[src/rtl/turbo_encoder_core_pkg.sv]
//==============================================================================
// Module      : turbo_pkg
// Description : Shared definitions for the turbo encoder core: FSM state
//               codes, RSC generator polynomials, tail length and the
//               conditional-subtract modulo step used by the QPP interleaver.
// Revision    : 1.0 - initial release
//==============================================================================
`default_nettype none

package turbo_pkg;

    // Top-level FSM state encoding
    typedef logic [1:0] state_t;
    localparam state_t ST_LOAD   = 2'd0;
    localparam state_t ST_ENCODE = 2'd1;
    localparam state_t ST_TAIL   = 2'd2;

    // RSC generators (octal): G0 is feedback, G1 is feed-forward.
    // Bit 3 is the current input/feedback tap, bits 2..0 weight s1..s3.
    localparam logic [3:0] G0 = 4'o13;
    localparam logic [3:0] G1 = 4'o15;

    // Three termination words per constituent encoder
    localparam int unsigned TAIL_LEN = 6;

    // (a + b) mod k for operands already in [0, k): one conditional subtract.
    function automatic int unsigned qpp_step(input int unsigned a,
                                             input int unsigned b,
                                             input int unsigned k);
        int unsigned s;
        s = a + b;
        if (s >= k) begin
            s = s - k;
        end
        return s;
    endfunction

endpackage

`default_nettype wire

[src/rtl/turbo_encoder_core_rsc.sv]
//==============================================================================
// Module      : rsc_encoder_k4
// Description : 8-state recursive systematic convolutional encoder
//               (feedback G0, feed-forward G1). In terminate mode the input
//               is replaced by the feedback value so the register drains to 0.
// Ports       : clk, rst (async active-low)
//               i_u       - data input bit (normal mode)
//               i_term    - 1: termination mode (input = feedback)
//               i_advance - shift the state register this cycle
//               i_clear   - synchronously force state to zero
//               o_parity  - parity output for the current state/input
//               o_sys     - effective systematic bit (i_u or tail bit)
//               o_state   - {s3, s2, s1}
// Revision    : 1.0 - initial release
//==============================================================================
`default_nettype none

module rsc_encoder_k4
    import turbo_pkg::*;
(
    input  logic       clk,
    input  logic       rst,
    input  logic       i_u,
    input  logic       i_term,
    input  logic       i_advance,
    input  logic       i_clear,
    output logic       o_parity,
    output logic       o_sys,
    output logic [2:0] o_state
);

    // r_s[0] = s1 (most recent), r_s[2] = s3 (oldest)
    logic [2:0] r_s;
    logic       w_fb;
    logic       w_u;
    logic       w_a;

    assign w_fb = (G0[2] & r_s[0]) ^ (G0[1] & r_s[1]) ^ (G0[0] & r_s[2]);
    // Feeding the feedback back in forces a = 0, shifting zeros in.
    assign w_u  = i_term ? w_fb : i_u;
    assign w_a  = w_u ^ w_fb;

    assign o_parity = (G1[3] & w_a) ^ (G1[2] & r_s[0]) ^ (G1[1] & r_s[1])
                    ^ (G1[0] & r_s[2]);
    assign o_sys    = w_u;
    assign o_state  = r_s;

    always_ff @(posedge clk or negedge rst) begin
        if (!rst) begin
            r_s <= 3'b000;
        end else if (i_clear) begin
            r_s <= 3'b000;
        end else if (i_advance) begin
            r_s <= {r_s[1], r_s[0], w_a};
        end
    end

endmodule

`default_nettype wire

[src/rtl/turbo_encoder_core.sv]
//==============================================================================
// Module      : turbo_encoder_core
// Description : Parallel-concatenated turbo encoder. Loads a K-bit block
//               serially, then emits K words {sys, p1, p2} followed by six
//               trellis-termination words. RSC2 reads the buffer through a
//               recursively computed QPP interleaver pi(i)=(F1*i+F2*i^2)%K.
// Ports       : clk, rst (async active-low)
//               serial_in/in_valid/in_ready     - serial block input
//               encoded_data/out_valid/out_ready - 3-bit output words
//               out_last  - final tail word of the block
//               busy      - encoding or terminating
//               bit_count - LOAD write index / ENCODE read index
// Options     : TURBO_PUNCT_EN adds rate_half (in) and encoded_mask (out)
//               for rate-1/2 puncturing of the data words.
// Revision    : 1.0 - initial release
//==============================================================================
`default_nettype none

module turbo_encoder_core
    import turbo_pkg::*;
#(
    parameter  int K  = 8,
    parameter  int F1 = 3,
    parameter  int F2 = 2,
    localparam int AW = $clog2(K)
) (
    input  logic          clk,
    input  logic          rst,
    input  logic          serial_in,
    input  logic          in_valid,
    output logic          in_ready,
    output logic [2:0]    encoded_data,
    output logic          out_valid,
    input  logic          out_ready,
    output logic          out_last,
    output logic          busy,
    output logic [AW-1:0] bit_count
`ifdef TURBO_PUNCT_EN
    ,
    input  logic          rate_half,
    output logic [2:0]    encoded_mask
`endif
);

    localparam logic [AW-1:0] c_last_idx = AW'(K - 1);
    localparam logic [AW-1:0] c_g_init   = AW'((F1 + F2) % K);
    localparam logic [AW-1:0] c_g_inc    = AW'((2 * F2) % K);
    localparam logic [2:0]    c_tail_end = 3'(TAIL_LEN - 1);

    state_t        r_state;
    logic [AW-1:0] r_bit_count;
    logic [AW-1:0] r_pi;
    logic [AW-1:0] r_g;
    logic [2:0]    r_tail;
    logic [K-1:0]  r_buf;

    logic          w_wr;
    logic          w_busy;
    logic          w_accept;
    logic          w_tail1;
    logic          w_tail_last;
    logic          w_term;
    logic          w_adv1;
    logic          w_adv2;
    logic          w_clr;
    logic          w_u1;
    logic          w_u2;
    logic          w_sys1;
    logic          w_sys2;
    logic          w_p1;
    logic          w_p2;
    logic [2:0]    w_s1;
    logic [2:0]    w_s2;
    logic [2:0]    w_word;

    assign w_busy      = (r_state == ST_ENCODE) || (r_state == ST_TAIL);
    assign w_wr        = (r_state == ST_LOAD) && in_valid;
    assign w_accept    = w_busy && out_ready;
    assign w_tail1     = (r_state == ST_TAIL) && (r_tail < 3'd3);
    assign w_tail_last = (r_state == ST_TAIL) && (r_tail == c_tail_end);
    assign w_term      = (r_state == ST_TAIL);
    assign w_clr       = w_accept && w_tail_last;
    // RSC1 drains during tail words 0-2, RSC2 during 3-5; the other holds.
    assign w_adv1      = w_accept && ((r_state == ST_ENCODE) || w_tail1);
    assign w_adv2      = w_accept && ((r_state == ST_ENCODE) ||
                                      ((r_state == ST_TAIL) && !w_tail1));

    assign w_u1 = r_buf[r_bit_count];
    assign w_u2 = r_buf[r_pi];

    // Block buffer: contents are don't-care until rewritten, so no reset.
    always_ff @(posedge clk) begin
        if (w_wr) begin
            r_buf[r_bit_count] <= serial_in;
        end
    end

    always_ff @(posedge clk or negedge rst) begin
        if (!rst) begin
            r_state     <= ST_LOAD;
            r_bit_count <= '0;
            r_pi        <= '0;
            r_g         <= c_g_init;
            r_tail      <= 3'd0;
        end else begin
            case (r_state)
                ST_LOAD: begin
                    if (w_wr) begin
                        if (r_bit_count == c_last_idx) begin
                            r_state     <= ST_ENCODE;
                            r_bit_count <= '0;
                        end else begin
                            r_bit_count <= r_bit_count + 1'b1;
                        end
                    end
                end
                ST_ENCODE: begin
                    if (out_ready) begin
                        // pi(i+1) = pi(i) + g(i), g(i+1) = g(i) + 2*F2, all mod K
                        r_pi <= AW'(qpp_step(32'(r_pi), 32'(r_g), K));
                        r_g  <= AW'(qpp_step(32'(r_g), 32'(c_g_inc), K));
                        if (r_bit_count == c_last_idx) begin
                            r_state     <= ST_TAIL;
                            r_bit_count <= '0;
                            r_tail      <= 3'd0;
                        end else begin
                            r_bit_count <= r_bit_count + 1'b1;
                        end
                    end
                end
                ST_TAIL: begin
                    if (out_ready) begin
                        if (r_tail == c_tail_end) begin
                            r_state <= ST_LOAD;
                            r_tail  <= 3'd0;
                            r_pi    <= '0;
                            r_g     <= c_g_init;
                        end else begin
                            r_tail <= r_tail + 3'd1;
                        end
                    end
                end
                default: begin
                    r_state <= ST_LOAD;
                end
            endcase
        end
    end

    rsc_encoder_k4 u_rsc1 (
        .clk       (clk),
        .rst       (rst),
        .i_u       (w_u1),
        .i_term    (w_term),
        .i_advance (w_adv1),
        .i_clear   (w_clr),
        .o_parity  (w_p1),
        .o_sys     (w_sys1),
        .o_state   (w_s1)
    );

    rsc_encoder_k4 u_rsc2 (
        .clk       (clk),
        .rst       (rst),
        .i_u       (w_u2),
        .i_term    (w_term),
        .i_advance (w_adv2),
        .i_clear   (w_clr),
        .o_parity  (w_p2),
        .o_sys     (w_sys2),
        .o_state   (w_s2)
    );

    always_comb begin
        w_word = 3'b000;
        case (r_state)
            ST_ENCODE: w_word = {w_sys1, w_p1, w_p2};
            ST_TAIL:   w_word = w_tail1 ? {w_sys1, w_p1, 1'b0}
                                        : {w_sys2, 1'b0, w_p2};
            default:   w_word = 3'b000;
        endcase
    end

    assign encoded_data = w_word;
    assign out_valid    = w_busy;
    assign busy         = w_busy;
    assign in_ready     = (r_state == ST_LOAD);
    assign out_last     = w_tail_last;
    assign bit_count    = r_bit_count;

`ifdef TURBO_PUNCT_EN
    logic r_rate_half;

    always_ff @(posedge clk or negedge rst) begin
        if (!rst) begin
            r_rate_half <= 1'b0;
        end else if (w_wr && (r_bit_count == c_last_idx)) begin
            r_rate_half <= rate_half;
        end
    end

    // Rate 1/2: alternate which parity is kept on data words.
    always_comb begin
        encoded_mask = 3'b111;
        if ((r_state == ST_ENCODE) && r_rate_half) begin
            encoded_mask = r_bit_count[0] ? 3'b101 : 3'b110;
        end
    end
`endif

`ifndef SYNTHESIS
    // On the last tail word RSC1 is already drained and RSC2 must hold only
    // s3, which this final shift removes.
    always @(posedge clk) begin
        if (rst && w_clr) begin
            assert (w_s1 == 3'b000 && w_s2[1:0] == 2'b00);
        end
    end
`endif

endmodule

`default_nettype wire

[config.mk]
export PLATFORM = sky130hd
export DESIGN_NAME = turbo_encoder_core
export DESIGN_NICKNAME = d
export VERILOG_FILES = /design/src/rtl/turbo_encoder_core_pkg.sv /design/src/rtl/turbo_encoder_core_rsc.sv /design/src/rtl/turbo_encoder_core.sv
export SDC_FILE = /design/constraint.sdc
export NUM_CORES = 1
export LEC_CHECK = 0
export ABC_AREA = 1
export ABC_CLOCK_PERIOD_IN_PS = 4920
export BUFFER_PORTS_ARGS = -buffer_cell sky130_fd_sc_hd__buf_2
export CAP_MARGIN = 20
export CORE_ASPECT_RATIO = 0.6
export CORE_MARGIN = 2
export CORE_UTILIZATION = 55
export DETAILED_ROUTE_END_ITERATION = 7
export PLACE_DENSITY_LB_ADDON = 0.12
export SYNTH_ARGS = -nofsm -noshare
export SYNTH_HDL_FRONTEND = slang
export SYNTH_SLANG_ARGS = --single-unit
export TNS_END_PERCENT = 100
[constraint.sdc]
create_clock -name clk -period 4.92 [get_ports clk]
set_clock_uncertainty 0.15 [all_clocks]
set_input_delay 0.492 -clock clk [delete_from_list [all_inputs] [get_ports clk]]
set_output_delay 0.492 -clock clk [all_outputs]
set_load 0.1 [all_outputs]
Yosys cells after proc, flatten, opt, wreduce, memory -nomap -nowiden --
Index checks and enable logic that the tools add are counted.
Cells by class: order comparisons 6, reduce and logical (&&, ||, !) cells 22, add/sub/neg operators 6, equal/unequal tests 10, mux-type cells 41, bitwise operators 8
Operators by type and width (count):
- 3-bit 2-to-1 mux | 20
- 3-bit one-hot mux with 2 select lines | 5
- 2-bit 2-to-1 mux | 6
- 1-bit logical AND | 9
- 8-bit bitwise mux | 1
- 4-bit >= comparator (second input constant) | 2
- 3-bit by 4-bit less-than comparator with 1-bit output (second input constant) | 2
- 4-bit AND reduction | 2
- 2-bit nonzero test | 4
- 1-bit bitwise XOR | 8
- 3-bit by 1-bit adder with 3-bit output (second input constant) | 2
- 1-bit binary-select mux with 3-bit select | 2
- 3-bit == test (second input constant) | 2
- 2-bit by 1-bit inequality test with 1-bit output (second input constant) | 3
- 2-bit inequality test (second input constant) | 3
- 2-bit one-hot mux with 3 select lines | 1
- 6-bit AND reduction | 1
- 3-bit by 1-bit subtractor with 3-bit output (second input constant) | 2
- 1-bit 2-to-1 mux | 5
- 3-bit by 3-bit adder with 4-bit output | 1
- 3-bit by 3-bit adder with 4-bit output (second input constant) | 1
- 1-bit demux with 3-bit select | 1
- 3-bit by 1-bit >= comparator with 1-bit output (second input constant) | 1
- 1-bit logical OR | 3
- 6 further kinds | 6
Storage, ports and cells: register bits after elaboration 28

Longest topological paths before layout --
Gate-level depths: netlist of the first run.
word-level depth 8, mapped depth 11, mapped depth without buffers 11

Hierarchy --
From an unflattened synthesis of the first run, not the netlist that was laid out.
Unflattened totals: cells, all modules 230, area, all modules 1734.2 um2
By module, submodules not included:
- turbo_encoder_core | sequential area each 568.0 um2, area each 1301.2 um2, cells each 168, times used 1
- rsc_encoder_k4 | sequential area each 75.1 um2, area each 216.5 um2, cells each 31, times used 2

Worst setup path before layout of the first run --
OpenSTA, ideal clock, no wires.
path kind reg2out, start point reg r_bit_count[0] (netlist: bit_count[0]), end point out encoded_data[1], stages on the path, launching flop included 11, arrival time 3.120 ns, slack 1.158 ns, required time 4.278 ns, cells stage by stage dfrtp_1 -> inv_1 -> nand2_1 -> nand3_1 -> nand2_1 -> nand2_1 -> nand2_1 -> nand3_1 -> nand3_1 -> nand2_1 -> nor2_1
On the way: cells in the longest elaborated chain, start to end 8
Ends and longest elaborated chain:
- from (decl) | RTL line turbo_encoder_core.sv:51 | logic [AW-1:0] r_bit_count;
- from (signal assigned) | RTL line turbo_encoder_core.sv:113 | r_bit_count <= r_bit_count + 1'b1;
- from (signal assigned) | RTL line turbo_encoder_core.sv:127 | r_bit_count <= r_bit_count + 1'b1;
- 1-bit binary-select mux with 3-bit select * | RTL line turbo_encoder_core.sv:88 | assign w_u1 = r_buf[r_bit_count];
- 1-bit 2-to-1 mux (not written as such) * | RTL line turbo_encoder_core.sv:88
- 1-bit 2-to-1 mux * | RTL line turbo_encoder_core_rsc.sv:40 | assign w_u = i_term ? w_fb : i_u;
- 1-bit bitwise XOR * | RTL line turbo_encoder_core_rsc.sv:41 | assign w_a = w_u ^ w_fb;
- 1-bit bitwise XOR * | RTL line turbo_encoder_core_rsc.sv:43 | assign o_parity = (G1[3] & w_a) ^ (G1[2] & r_s[0]) ^ (G1[1] & r_s[1])
- 1-bit bitwise XOR * | RTL line turbo_encoder_core_rsc.sv:44 | ^ (G1[0] & r_s[2]);
- 3-bit 2-to-1 mux | RTL line turbo_encoder_core.sv:178 | ST_TAIL: w_word = w_tail1 ? {w_sys1, w_p1, 1'b0}
- 3-bit one-hot mux with 2 select lines * | RTL line turbo_encoder_core.sv:176 | case (r_state)
- to (decl) | RTL line turbo_encoder_core.sv:32 | output logic [2:0] encoded_data,
Mark *: on every way between the ends. The rest lies on a longest branch, timed or not. The select of a mux whose other input is x is not followed.

Worst setup path in the final report of the first run --
Same ends and word-level chain as after synthesis.

==> flow_summary.yaml, run 1 <==
yosys:
  post_synth.cell_area_avg_um2: 7.43
  total_number_of_yosys_warnings: 0
  synth_sequential_area_ratio_pct: 42.6
  postSynthRegisterBits: 27
  synth.distinct_cells: 28
  syn_inst: 227
  synthDominantCellAreaShare_pct: 25.2
  synth.top_cells.by_area: "dfrtp_1 (25%), nand2_1 (15%), edfxtp_1 (14%)"
  synthesis.area_mm2: 0.00169
  synth_largest_area_cell: "dfrtp_1"
  syn_nets: 239
die:
  die_y_um: 46.9
  row_count: 15
  core_area_mm2: 0.00289
  start_util_pct: 58.4
  floorplan_die_area_mm2: 0.00354
  i_o_pin_total: 15
  chipWidth_um: 75.5
place:
  dpl_worst_slack_ns: 2.38
  hpwlAfterDp_um: 2710
  globalplace.congestion: 0.880
  port_buffers: 14
  dp_cells: 280
timing:
  setup_viol: 0
  tightest_slew_ns: 0.491
  period_needed_ns: 2.87
  relSlewSlack_pct: 67.5
  maxSlewViolCount: 0
  setup_repair_after_global_routing_missed_its_margin: "no"
  max_freq_mhz: 348
  setup_tns_ns: 0
  worst_case_setup_margin_in_the_final_layout_ns: 2.05
  period_share_pct: 58.4
  final-hold-violation-count: 0
cts:
  cts-buffers-inserted: 3
  clk_sink_count: 27
  cts_max_path_buffers: 2
  worst_setup_hold_path_clk_slew_ns: 0.09
  cts.htree.levels: 1
  cts_tree: "built"
  clockRootBuffer: "clkbuf_8"
  clk-insertion-delay-late_ns: 0.27
drt:
  drt_first_iter_violations: 124
  avgViaCountPerCell: 5.04
  wire_length_per_cell_um: 12.0
  first_pass_iters: 4
  drt-total-wl_um: 3430
  num_vias: 1436
  antenna_violating_nets_post_route: 0
  drt_drc_violations_left: 0
setup_path:
  capture_instance_of_the_worst_register_to_register_path: "u_rsc2.o_state[0]$_DFFE_PN0P_"
  worstPathArrival_ns: 2.23
  register_to_register_setup_slack_ns: 3.00
  path_cells: "inv_1 > o21ai_0 > a21oi_1 > nor2_2 > nand3_2 > nand3_1 > nand2_1 > nor2_1 > buf_2"
  setup.worst_path.class: "flip-flop to output pin"
  timing.critical_path.to_type: "output pin"
  r2r_cells: 9
  critPathLaunchType: "flip-flop"
  critical_path.max_stage_delay_ns: 0.58
  cp.required_ns: 4.28
  worst-path-max-fanout: 13
  rr_startpoint: "r_state[0]$_DFFE_PN0P_"
  critical-path-slowest-cell: "dfrtp_1"
finish:
  finish.utilization_pct: 63.5
  finalNetCount: 256
  syn_to_final_growth_pct: 8.75
  antenna_cells_inserted: 0
  drive_gt1_share_pct: 11.5
  layoutNonFillerInstCount: 285
global_routing:
  grt_pass1_wl_um: 5810
  grt_overflow_total: 0
  largest_net_degree_at_the_start_of_global_routing: 20
  antenna_violations_before_repair: 0
  global_route.usage.total_pct: 22.4
  grt_pass1_vias: 1237
hold_path:
  worst_hold_startpoint: "serial_in"
  min_to: "r_buf[0]$_DFFE_PP_"
  hold_path_depth: 1
  min-delay-path-class: "primary input to flip-flop"
outcome:
  outcome: "finished, final reports clean"
flow_run:
  timing.max_cap.violations: 0
==> per-layer routing <==
metal / vias up / GRT usage, % / wire [um]
met4: 0 / 4.21 / 23
met5: - / 0 / 0
met1: 647 / 37.5 / 1960
li1: 747 / - / -
met2: 38 / 28.5 / 1270
met3: 4 / 5.15 / 171
==> layout make-up <==
class / instances / area [um^2]
Fill cell: 278 / 1060
Sequential cell: 27 / 718
Inverter: 38 / 143
Tap cell: 42 / 52.6
Clock buffer: 4 / 45.0
Timing Repair Buffer: 15 / 80.1
Multi-Input combinational cell: 159 / 796
==> Yosys cell counts, drive strengths merged <==
cell and number:
nand2 66, inv 38, nor2 28, nand3 21, dfrtp 17, o21ai 15
edfxtp 8, ha 7, a21oi 6, buf 3, xor2 3, dfstp 2
o211ai 2, o22ai 2, xnor2 2, a2bb2oi 1, a31oi 1, nand3b 1
nand4 1, nor3 1, o21bai 1, or2 1
==> metrics by stage <==
stage	hold slack (ns)	instance area [um^2]
global placement	0.302	1780
CTS	0.341	1830
global route	0.369	1830
floorplan	0.0464	1690
finish	0.349	1830
detailed placement	0.297	1780
==> flip-flops by register name (all words and copies together) (netlist names) <==
| name | cells |
|---|---|
| u_rsc2.o_state | 3 |
| r_g | 2 |
| bit_count | 3 |
| r_tail | 3 |
| r_buf | 8 |
| r_pi | 3 |
| u_rsc1.o_state | 3 |
| r_state | 2 |
==> cells by family after synthesis <==
family                     after synthesis  synth area share [%]
AOI/OAI and AO/OA                       28                  9.42
adders and majority gates                7                  5.19
buffers and inverters                   41                  10.2
and+or+nand+nor                        119                  30.0
DFF                                     27                  42.6
xor gates and xnor gates                 5                  2.60
==> layout by cell type, fill, tap and decap left out, types with 4 or more instances in the layout <==
master    synthesis  routed
o21ai_1           4       4
buf_2             0      14
dfrtp_1          17      17
o21ai_0          10      10
inv_1            37      37
edfxtp_1          8       8
nand2_1          66      66
nand3_1          18      18
ha_1              7       7
nor2_1           25      25
a21oi_1           6       6
==> repair_timing <==
| action | 4_1_cts | 5_1_grt |
|---|---|---|
| hold endpoints to repair | 8 | 0 |
| hold buffers | 1 | 0 |
| buffers inserted | 0 | 0 |
| gates resized for setup | 0 | 0 |
==> how the worst max path moves through the flow <==
stage	startpoint	end	slack, ns	depth (start not counted)
after floorplan	bit_count[0]$_DFFE_PN0P_	encoded_data[1]	1.16	10
after global placement	bit_count[0]$_DFFE_PN0P_	encoded_data[1]	2.41	9
after detailed placement	bit_count[0]$_DFFE_PN0P_	encoded_data[1]	2.38	9
after CTS	bit_count[0]$_DFFE_PN0P_	encoded_data[1]	2.07	9
after global routing	bit_count[0]$_DFFE_PN0P_	encoded_data[1]	1.80	9
final	bit_count[0]$_DFFE_PN0P_	encoded_data[1]	2.05	9
==> critical path, delay by kind of cell (launching register included) <==
| family | cells | cell delay (ns) |
|---|---|---|
| AND/OR/NAND/NOR | 5 | 0.48 |
| AO/OA/AOI/OAI | 2 | 0.26 |
| buffers and inverters | 2 | 0.64 |
| flip-flops | 1 | 0.58 |
Power of run 1 is not shown: default switching activity piles up to over one toggle a cycle in this logic, so the estimate is an artifact.
==> inputs of run 2 (changes only) <==
- ABC_CLOCK_PERIOD_IN_PS: 4920 -> 2850
- clock period: 4.92 -> 2.85 ns (I/O delays scaled with it)
==> run 2 against run 1 <==
Flip-flop and latch count stayed put. Final cell count is the same. Non-clock buffer count is the same. Count of clock-buffer cells in the layout unchanged. Hold slack got worse by 0.19 ns. Routed wire length up 0.44%. Via count rose by 1.3%. Die area unchanged. Global-route usage is 0.49 points lower. Core utilization up 0.61 points.
==> flow_summary.yaml, run 2 (synthesis results as in run 1) <==
cts:
  post_cts.repair.setup_buffers: 0
  cts-buffers-inserted: 3
  worst_setup_hold_path_clk_slew_ns: 0.09
  cts_max_path_buffers: 2
  clk_sink_count: 27
  cts_tree: "built"
  clk-insertion-delay-late_ns: 0.27
  cts.htree.levels: 1
  clockRootBuffer: "clkbuf_8"
place:
  dp_cells: 280
  globalplace.congestion: 0.846
  hpwlAfterDp_um: 2790
  port_buffers: 14
finish:
  registers.top_by_ff_count: "r_buf"
  largest_reg_flops: 8
  finish.utilization_pct: 64.1
  drive_gt1_share_pct: 12.3
  syn_to_final_growth_pct: 9.79
  finalNetCount: 256
  antenna_cells_inserted: 0
  most-common-layout-cells: "nand2_1 (66), inv_1 (37), nor2_1 (23)"
  layoutNonFillerInstCount: 285
  layout_commonest_cell: "nand2_1"
flow_run:
  timing.max_cap.violations: 0
outcome:
  outcome: "finished, final reports clean"
timing:
  final-hold-violation-count: 0
  setup_repair_after_global_routing_missed_its_margin: "no"
  tightest_slew_ns: 0.491
  setup_tns_ns: 0
  setup_viol: 0
  max_freq_mhz: 383
  period_needed_ns: 2.61
  maxSlewViolCount: 0
  period_share_pct: 91.5
  relSlewSlack_pct: 67.5
die:
  core_area_mm2: 0.00289
  row_count: 15
  floorplan_die_area_mm2: 0.00354
  start_util_pct: 58.4
  chipWidth_um: 75.5
  die_y_um: 46.9
  i_o_pin_total: 15
setup_path:
  timing.critical_path.to_type: "output pin"
  setup.worst_path.class: "flip-flop to output pin"
  critPathLaunchType: "flip-flop"
  worst-path-max-fanout: 13
  cp.required_ns: 2.41
  worstPathArrival_ns: 2.17
global_routing:
  largest_net_degree_at_the_start_of_global_routing: 20
  grt_overflow_total: 0
  grt_pass1_wl_um: 5700
  antenna_violations_before_repair: 0
  grt_pass1_vias: 1171
  global_route.usage.total_pct: 21.9
drt:
  drt_first_iter_violations: 93
  wire_length_per_cell_um: 12.1
  num_vias: 1455
  first_pass_iters: 4
  avgViaCountPerCell: 5.11
  antenna_violating_nets_post_route: 0
  drt-total-wl_um: 3440
  drt_drc_violations_left: 0
hold_path:
  min-delay-path-class: "primary input to flip-flop"
==> run 2: final timing paths <==
kind,startpoint,endpoint,slack [ns],cells past startpoint
worst max-delay path,bit_count[0]$_DFFE_PN0P_,encoded_data[1],0.24,8
worst min-delay path,serial_in,r_buf[1]$_DFFE_PP_,0.15,1
worst max register to register,r_state[0]$_DFFE_PN0P_,u_rsc2.o_state[0]$_DFFE_PN0P_,0.93,9
worst min register to register,r_g[0]$_DFFE_PN1P_,r_g[0]$_DFFE_PN1P_,0.37,1
max in group asynchronous,rst,r_g[2]$_DFFE_PN1P_,1.88,2
min in group asynchronous,rst,r_tail[2]$_DFFE_PN0P_,0.33,2
==> run 2: worst max-delay path: stages (launching register included) <==
cell,delay (ns)
dfrtp_1,0.59
inv_1,0.22
o21ai_0,0.20
a21oi_1,0.07
nor2_2,0.15
nand3_2,0.10
a21oi_1,0.25
nor2_4,0.05
clkbuf_4,0.27
==> run 2: metal layers <==
| layer | wire (um) | share of wire (%) | up-vias | GRT usage [%] |
|---|---|---|---|---|
| met5 | 0 | 0 | - | 0 |
| met4 | 10 | 0.29 | 0 | 2.11 |
| met3 | 265 | 7.7 | 2 | 4.51 |
| met2 | 1290 | 37 | 46 | 27.8 |
| met1 | 1880 | 55 | 652 | 37.8 |
| li1 | - | - | 755 | - |
==> run 2: per-stage QoR <==
stage,setup WS [ns],area [um^2],hold WS (ns)
after CTS,0.149,1850,0.143
final,0.242,1850,0.154
after detailed placement,0.455,1790,0.0971
after floorplan,0.0465,1700,-0.161
after global placement,0.528,1790,0.102
after global routing,0.0179,1850,0.170
==> run 2: cell type report <==
cell class              count  area [um^2]
repair buffers             15         82.6
inverters                  38          143
multi-input cells         159          811
clock buffers               4         45.0
fillers                   280         1040
flip-flops and latches     27          718
well taps                  42         52.6
==> run 2: timing repair <==
action / CTS / global route
endpoints found under the hold margin: 17 / 0
hold buffers: 1 / 0
endpoints found under the setup margin: 0 / 1
gates resized for setup: 0 / 1
Power of run 2 is left out for the same reason.
